[src/rtl/param_stream_pkg.sv]
`default_nettype none
// ----------------------------------------------------------------------------
// param_stream_pkg : shared types and depth helper for the parameter stream sink
// Revision 1.0
// ----------------------------------------------------------------------------
package param_stream_pkg;

    typedef enum logic [1:0] {
        ST_IDLE = 2'd0,
        ST_LOAD = 2'd1,
        ST_DONE = 2'd2
    } state_e;

    function automatic int calc_in_depth(input int size0, input int size1,
                                         input int par0,  input int par1);
        return (size0 * size1) / (par0 * par1);
    endfunction

endpackage
`default_nettype wire

[src/rtl/param_sink_ram.sv]
`default_nettype none
// ----------------------------------------------------------------------------
// param_sink_ram : simple dual-port RAM, synchronous write, 2-stage registered read
// Revision 1.0
// ----------------------------------------------------------------------------
module param_sink_ram #(
    parameter int WIDTH = 16,
    parameter int DEPTH = 32,
    parameter int AW    = 5
) (
    input  logic             clk,
    input  logic             rst,
    input  logic             we_i,
    input  logic [AW-1:0]    waddr_i,
    input  logic [WIDTH-1:0] wdata_i,
    input  logic [AW-1:0]    raddr_i,
    output logic [WIDTH-1:0] rdata_o
);

    logic [WIDTH-1:0] mem_q [DEPTH];
    logic [WIDTH-1:0] stage1_q;
    logic [WIDTH-1:0] stage2_q;

    always_ff @(posedge clk) begin
        if (we_i) begin
            mem_q[waddr_i] <= wdata_i;
        end
    end

    // Storage is not reset; only the read pipeline is cleared.
    always_ff @(posedge clk or negedge rst) begin
        if (!rst) begin
            stage1_q <= '0;
            stage2_q <= '0;
        end else begin
            stage1_q <= mem_q[raddr_i];
            stage2_q <= stage1_q;
        end
    end

    assign rdata_o = stage2_q;

endmodule
`default_nettype wire

[src/rtl/param_stream_sink.sv]
`default_nettype none
// ----------------------------------------------------------------------------
// param_stream_sink : captures one streamed tensor into RAM, then serves addressed reads
// Revision 1.0
// ----------------------------------------------------------------------------
module param_stream_sink
    import param_stream_pkg::*;
#(
    parameter int TENSOR_SIZE_DIM_0 = 32,
    parameter int TENSOR_SIZE_DIM_1 = 1,
    parameter int PRECISION_0       = 16,
    parameter int PRECISION_1       = 3,
    parameter int PARALLELISM_DIM_0 = 1,
    parameter int PARALLELISM_DIM_1 = 1,
    parameter int IN_DEPTH   = calc_in_depth(TENSOR_SIZE_DIM_0, TENSOR_SIZE_DIM_1,
                                             PARALLELISM_DIM_0, PARALLELISM_DIM_1),
    parameter int ADDR_WIDTH = $clog2(IN_DEPTH) + 1
) (
    input  logic                   clk,
    input  logic                   rst,
    input  logic [PRECISION_0-1:0] data_in [PARALLELISM_DIM_0*PARALLELISM_DIM_1],
    input  logic                   data_in_valid,
    output logic                   data_in_ready,
    input  logic                   load_start,
    output logic                   loaded,
    output logic [ADDR_WIDTH-1:0]  load_count,
    input  logic                   rd_en,
    input  logic [ADDR_WIDTH-1:0]  rd_addr,
    output logic [PRECISION_0-1:0] rd_data [PARALLELISM_DIM_0*PARALLELISM_DIM_1],
    output logic                   rd_valid
);

    localparam int NPAR   = PARALLELISM_DIM_0 * PARALLELISM_DIM_1;
    localparam int WORD_W = PRECISION_0 * NPAR;
    localparam int RAM_AW = (IN_DEPTH > 1) ? $clog2(IN_DEPTH) : 1;
    localparam logic [ADDR_WIDTH-1:0] C_LAST  = ADDR_WIDTH'(IN_DEPTH - 1);
    localparam logic [ADDR_WIDTH-1:0] C_DEPTH = ADDR_WIDTH'(IN_DEPTH);

    state_e                  state_q;
    logic [ADDR_WIDTH-1:0]   load_count_q;
    logic                    loaded_q;
    logic                    ready_q;
    logic                    rd_ok_d;
    logic                    rd_valid1_q;
    logic                    rd_valid2_q;
    logic                    xfer;
    logic [WORD_W-1:0]       wr_word;
    logic [WORD_W-1:0]       rd_word;

    assign xfer = data_in_valid && ready_q;

    always_ff @(posedge clk or negedge rst) begin
        if (!rst) begin
            state_q      <= ST_IDLE;
            load_count_q <= '0;
            loaded_q     <= 1'b0;
            ready_q      <= 1'b0;
        end else begin
            case (state_q)
                ST_IDLE, ST_DONE: begin
                    if (load_start) begin
                        state_q      <= ST_LOAD;
                        load_count_q <= '0;
                        loaded_q     <= 1'b0;
                        ready_q      <= 1'b1;
                    end
                end
                // load_start is deliberately not looked at while loading.
                ST_LOAD: begin
                    if (xfer) begin
                        load_count_q <= load_count_q + ADDR_WIDTH'(1);
                        if (load_count_q == C_LAST) begin
                            state_q  <= ST_DONE;
                            loaded_q <= 1'b1;
                            ready_q  <= 1'b0;
                        end
                    end
                end
                default: begin
                    state_q <= ST_IDLE;
                    ready_q <= 1'b0;
                end
            endcase
        end
    end

    assign rd_ok_d = rd_en && loaded_q && (rd_addr < C_DEPTH);

    always_ff @(posedge clk or negedge rst) begin
        if (!rst) begin
            rd_valid1_q <= 1'b0;
            rd_valid2_q <= 1'b0;
        end else begin
            rd_valid1_q <= rd_ok_d;
            rd_valid2_q <= rd_valid1_q;
        end
    end

    param_sink_ram #(
        .WIDTH (WORD_W),
        .DEPTH (IN_DEPTH),
        .AW    (RAM_AW)
    ) u_ram (
        .clk     (clk),
        .rst     (rst),
        .we_i    (xfer),
        .waddr_i (load_count_q[RAM_AW-1:0]),
        .wdata_i (wr_word),
        .raddr_i (rd_addr[RAM_AW-1:0]),
        .rdata_o (rd_word)
    );

    for (genvar j = 0; j < NPAR; j++) begin : g_pack
        assign wr_word[PRECISION_0*j +: PRECISION_0] = data_in[j];
        assign rd_data[j] = rd_valid2_q ? rd_word[PRECISION_0*j +: PRECISION_0] : '0;
    end

    assign data_in_ready = ready_q;
    assign loaded        = loaded_q;
    assign load_count    = load_count_q;
    assign rd_valid      = rd_valid2_q;

endmodule
`default_nettype wire

[config.mk]
export PLATFORM = sky130hd
export DESIGN_NAME = param_stream_sink
export DESIGN_NICKNAME = d
export VERILOG_FILES = /design/src/rtl/param_stream_pkg.sv /design/src/rtl/param_sink_ram.sv /design/src/rtl/param_stream_sink.sv
export SDC_FILE = /design/constraint.sdc
export NUM_CORES = 1
export LEC_CHECK = 0
export BUFFER_PORTS_ARGS = -buffer_cell sky130_fd_sc_hd__buf_4
export CORE_MARGIN = 5
export CORE_UTILIZATION = 65
export CTS_BUF_LIST = sky130_fd_sc_hd__clkbuf_4
export DETAILED_ROUTE_END_ITERATION = 6
export PLACE_DENSITY = 0.82
export SLEW_MARGIN = 40
export SYNTH_ARGS = -nofsm -noshare
export SYNTH_HDL_FRONTEND = slang
export SYNTH_HIERARCHICAL = 1
export SYNTH_SLANG_ARGS = --single-unit
[constraint.sdc]
create_clock -name clk -period 7.1 [get_ports clk]
set_input_delay 0.355 -clock clk [delete_from_list [all_inputs] [get_ports clk]]
set_output_delay 0.355 -clock clk [all_outputs]
set_load 0.01 [all_outputs]
==> metrics.cfg <==
[global_route]
gr-usage-all-layers = 0.273
grt_pass1_vias = 12596
grt_pass1_wl_mm = 74.2
antenna_found_initial = 1
grt_max_degree = 83
overflow = 0

[die]
dieArea_mm2 = 0.0371
initial_core_util = 0.663
ioPinCount = 52
die_h_um = 193
row_count = 66
die_w_um = 193
core-area_mm2 = 0.0327

[sta]
worstMarginPinSlew_ns = 0.857
max_freq_ghz = 0.389
maxSlewHeadroom = 0.429
rsz0062_at_grt = no
fin_skew_ns = 0.0523
fin_setup_tns_ns = 0
finalHoldViolations = 0
setup_viol = 0
finalCritPeriodShare = 0.362
fin_ws_ns = 4.53
finalMaxSlewViolations = 0
post-route-min-period_ns = 2.57

[critical_path]
crit_start = data_in_ready$_DFFE_PN0P_
r2r-start = data_in_ready$_DFFE_PN0P_
worst-setup-path-type = reg2reg
cp_max_fo = 10
required_ns = 7.59
r2r_slack_ns = 4.53
cp-end-kind = register
start_kind = register
arrival_ns = 3.06

[yosys]
synthCells = 1232
synth_seq_cells = 556
yosysSeqAreaShare = 0.760
netlist_area_mm2 = 0.0217
ys_warn_count = 6
syn_area_per_cell_um2 = 17.6
syn_nets = 1260
netlist-cell-type-count = 37

[finish]
area_growth_pct = 13.1
fin_util = 0.749
nNetsFinal = 1445
layout-drive-gt1-share = 0.210
design_area_mm2 = 0.0245

[placement]
pre_cts_slack_ns = 4.08
gp_congestion = 0.854
io_buffers = 51
placed_cell_area_mm2 = 0.0224
dp.final_hpwl_mm = 27.4

[detailed_routing]
wl_per_cell_um = 25.3
drtPass1Iterations = 7
vias_per_cell = 6.27
route.detailed.drc = 0
drt_wl_total_mm = 49.8
postRouteAntennaNets = 0
drtIter0Drc = 1186
vias = 12314

[power_and_ir_drop]
swShare = 0.234
pwr-share-seq = 0.540
p_switching_mw = 1.65
ir_drop_uv = 174
p_int_mw = 5.39
p_per_area_mw_per_mm2 = 287
pwr-share-comb = 0.075
power_mw = 7.04
p_clk_frac = 0.385
power.leakage_nw = 8.99

[clocking]
clock-sinks = 556
worstSkewPairLatency_ns = 0.83
cts_max_path_buffers = 3
cts-root-buf = clkbuf_4
cts_tree = built
cts_buffers = 137
cts.htree.levels = 4
postCtsResizedCells = 0
cts.clk_slew.worst_paths_ns = 0.07

[run]
drv_cap = 0

[outcome]
status = finished clean

[hold_path]
hold_class = in2async

==> critical path, stage by stage, from the launching register on <==
cell and delay [ns]:
dfrtp_1 0.41, nand2_1 0.10, inv_1 0.12, or3b_2 0.58, nor2_1 0.68, buf_4 0.36
==> final timing paths <==
check | to | depth (start not counted)
setup / recovery | u_ram/mem_q[20][13]$_DFFE_PP_ | 5
hold / removal | u_ram/stage1_q[13]$_DFF_PN0_ | 2
setup reg to reg | u_ram/mem_q[20][13]$_DFFE_PP_ | 5
hold reg to reg | rd_valid$_DFF_PN0_ | 0
max in group asynchronous | load_count[1]$_DFFE_PN0P_ | 2
min in group clk | u_ram/stage1_q[12]$_DFF_PN0_ | 5
==> per-layer routing <==
| layer | vias to the layer above | routed length [µm] | global-route usage |
|---|---|---|---|
| met5 | - | 0 | 0 |
| met4 | 0 | 963 | 0.0913 |
| met3 | 86 | 5080 | 0.0671 |
| met2 | 712 | 24900 | 0.453 |
| met1 | 6201 | 18800 | 0.362 |
| li1 | 5315 | - | - |
==> power groups by stage <==
stage	clock, mW	sequential, mW	combinational [mW]
2_1_floorplan	0	3.85	0.300
3_3_place_gp	0	3.86	0.488
3_5_place_dp	0	3.87	0.508
4_1_cts	2.75	3.80	0.522
5_1_grt	2.95	3.81	0.559
6_report	2.71	3.80	0.527
==> cell usage in the layout (no fill, tap or decap), drive strengths merged, types with 32 or more instances in the layout <==
master and n:
a22o 32, edfxtp 512, nor2 35, nand2 39
mux2i 256, clkbuf 202, buf 90, nand3 37
a21oi 35, dfrtp 44, a22oi 64
==> metrics by stage <==
step / instances / hold WS [ns]
6_report: 1965 / 0.127
5_1_grt: 1964 / 0.142
4_1_cts: 1963 / 0.0930
3_5_place_dp: 1695 / 0.335
3_3_place_gp: 1694 / 0.333
2_1_floorplan: 1232 / 0.0594
==> repair_timing <==
item | in CTS | in global routing
buffers inserted | 0 | 0
hold buffers | 25 | 0
setup endpoints to repair | 0 | 0
hold endpoints to repair | 567 | 0
==> synthesized netlist by cell type <==
cell / number / area share
a31oi_1: 16 / 0.0046
inv_1: 7 / 0.0012
nor3_1: 17 / 0.0039
clkbuf_1: 14 / 0.0024
o21ai_0: 6 / 0.0014
o41ai_1: 3 / 0.0012
ha_1: 1 / 0.00058
buf_2: 19 / 0.0044
o311ai_0: 1 / 0.00040
nor2b_1: 3 / 0.00087
edfxtp_1: 512 / 0.71
and2_1: 17 / 0.0049
nand4_1: 17 / 0.0049
or4_1: 1 / 0.00035
o31ai_1: 1 / 0.00035
a21oi_1: 35 / 0.0081
nor2_4: 1 / 0.00052
dfrtp_1: 44 / 0.051
nor2_1: 34 / 0.0059
nand2_1: 39 / 0.0068
nand4b_1: 1 / 0.00040
nand2b_1: 3 / 0.00087
a31o_2: 1 / 0.00040
nand3_1: 37 / 0.0085
a22o_1: 32 / 0.013
buf_8: 6 / 0.0042
a22oi_1: 64 / 0.022
nand3b_1: 5 / 0.0017
or2_1: 1 / 0.00029
buf_6: 6 / 0.0031
or3b_2: 3 / 0.0012
nor4_1: 1 / 0.00029
mux2i_1: 256 / 0.12
or3_1: 3 / 0.00087
buf_12: 5 / 0.0046
o21bai_1: 1 / 0.00035
buf_4: 19 / 0.0066
==> registers in the layout (all words and copies together), names as in the netlist <==
name,flops
loaded,1
rd_valid,1
state_q,2
rd_valid1_q,1
data_in_ready,1
u_ram/mem_q,512
u_ram/stage1_q,16
load_count,6
u_ram/rdata_o,16
==> logic make-up after synthesis <==
logic type | share of synthesized area
flops | 0.760
mux | 0.118
simple gates | 0.0423
compound gates | 0.0519
buf+inv | 0.0265
fa+ha+maj | 0.000577
==> cell type report <==
class | count | area, µm²
fillers | 1915 | 8200
inverters | 7 | 26.3
multi-input cells | 600 | 4640
diodes | 2 | 5.00
repair buffers | 115 | 985
clock buffers | 202 | 1520
well taps | 442 | 553
clock inverters | 41 | 299
flip-flops and latches | 556 | 16500
Power figures use the tool's default switching activity.
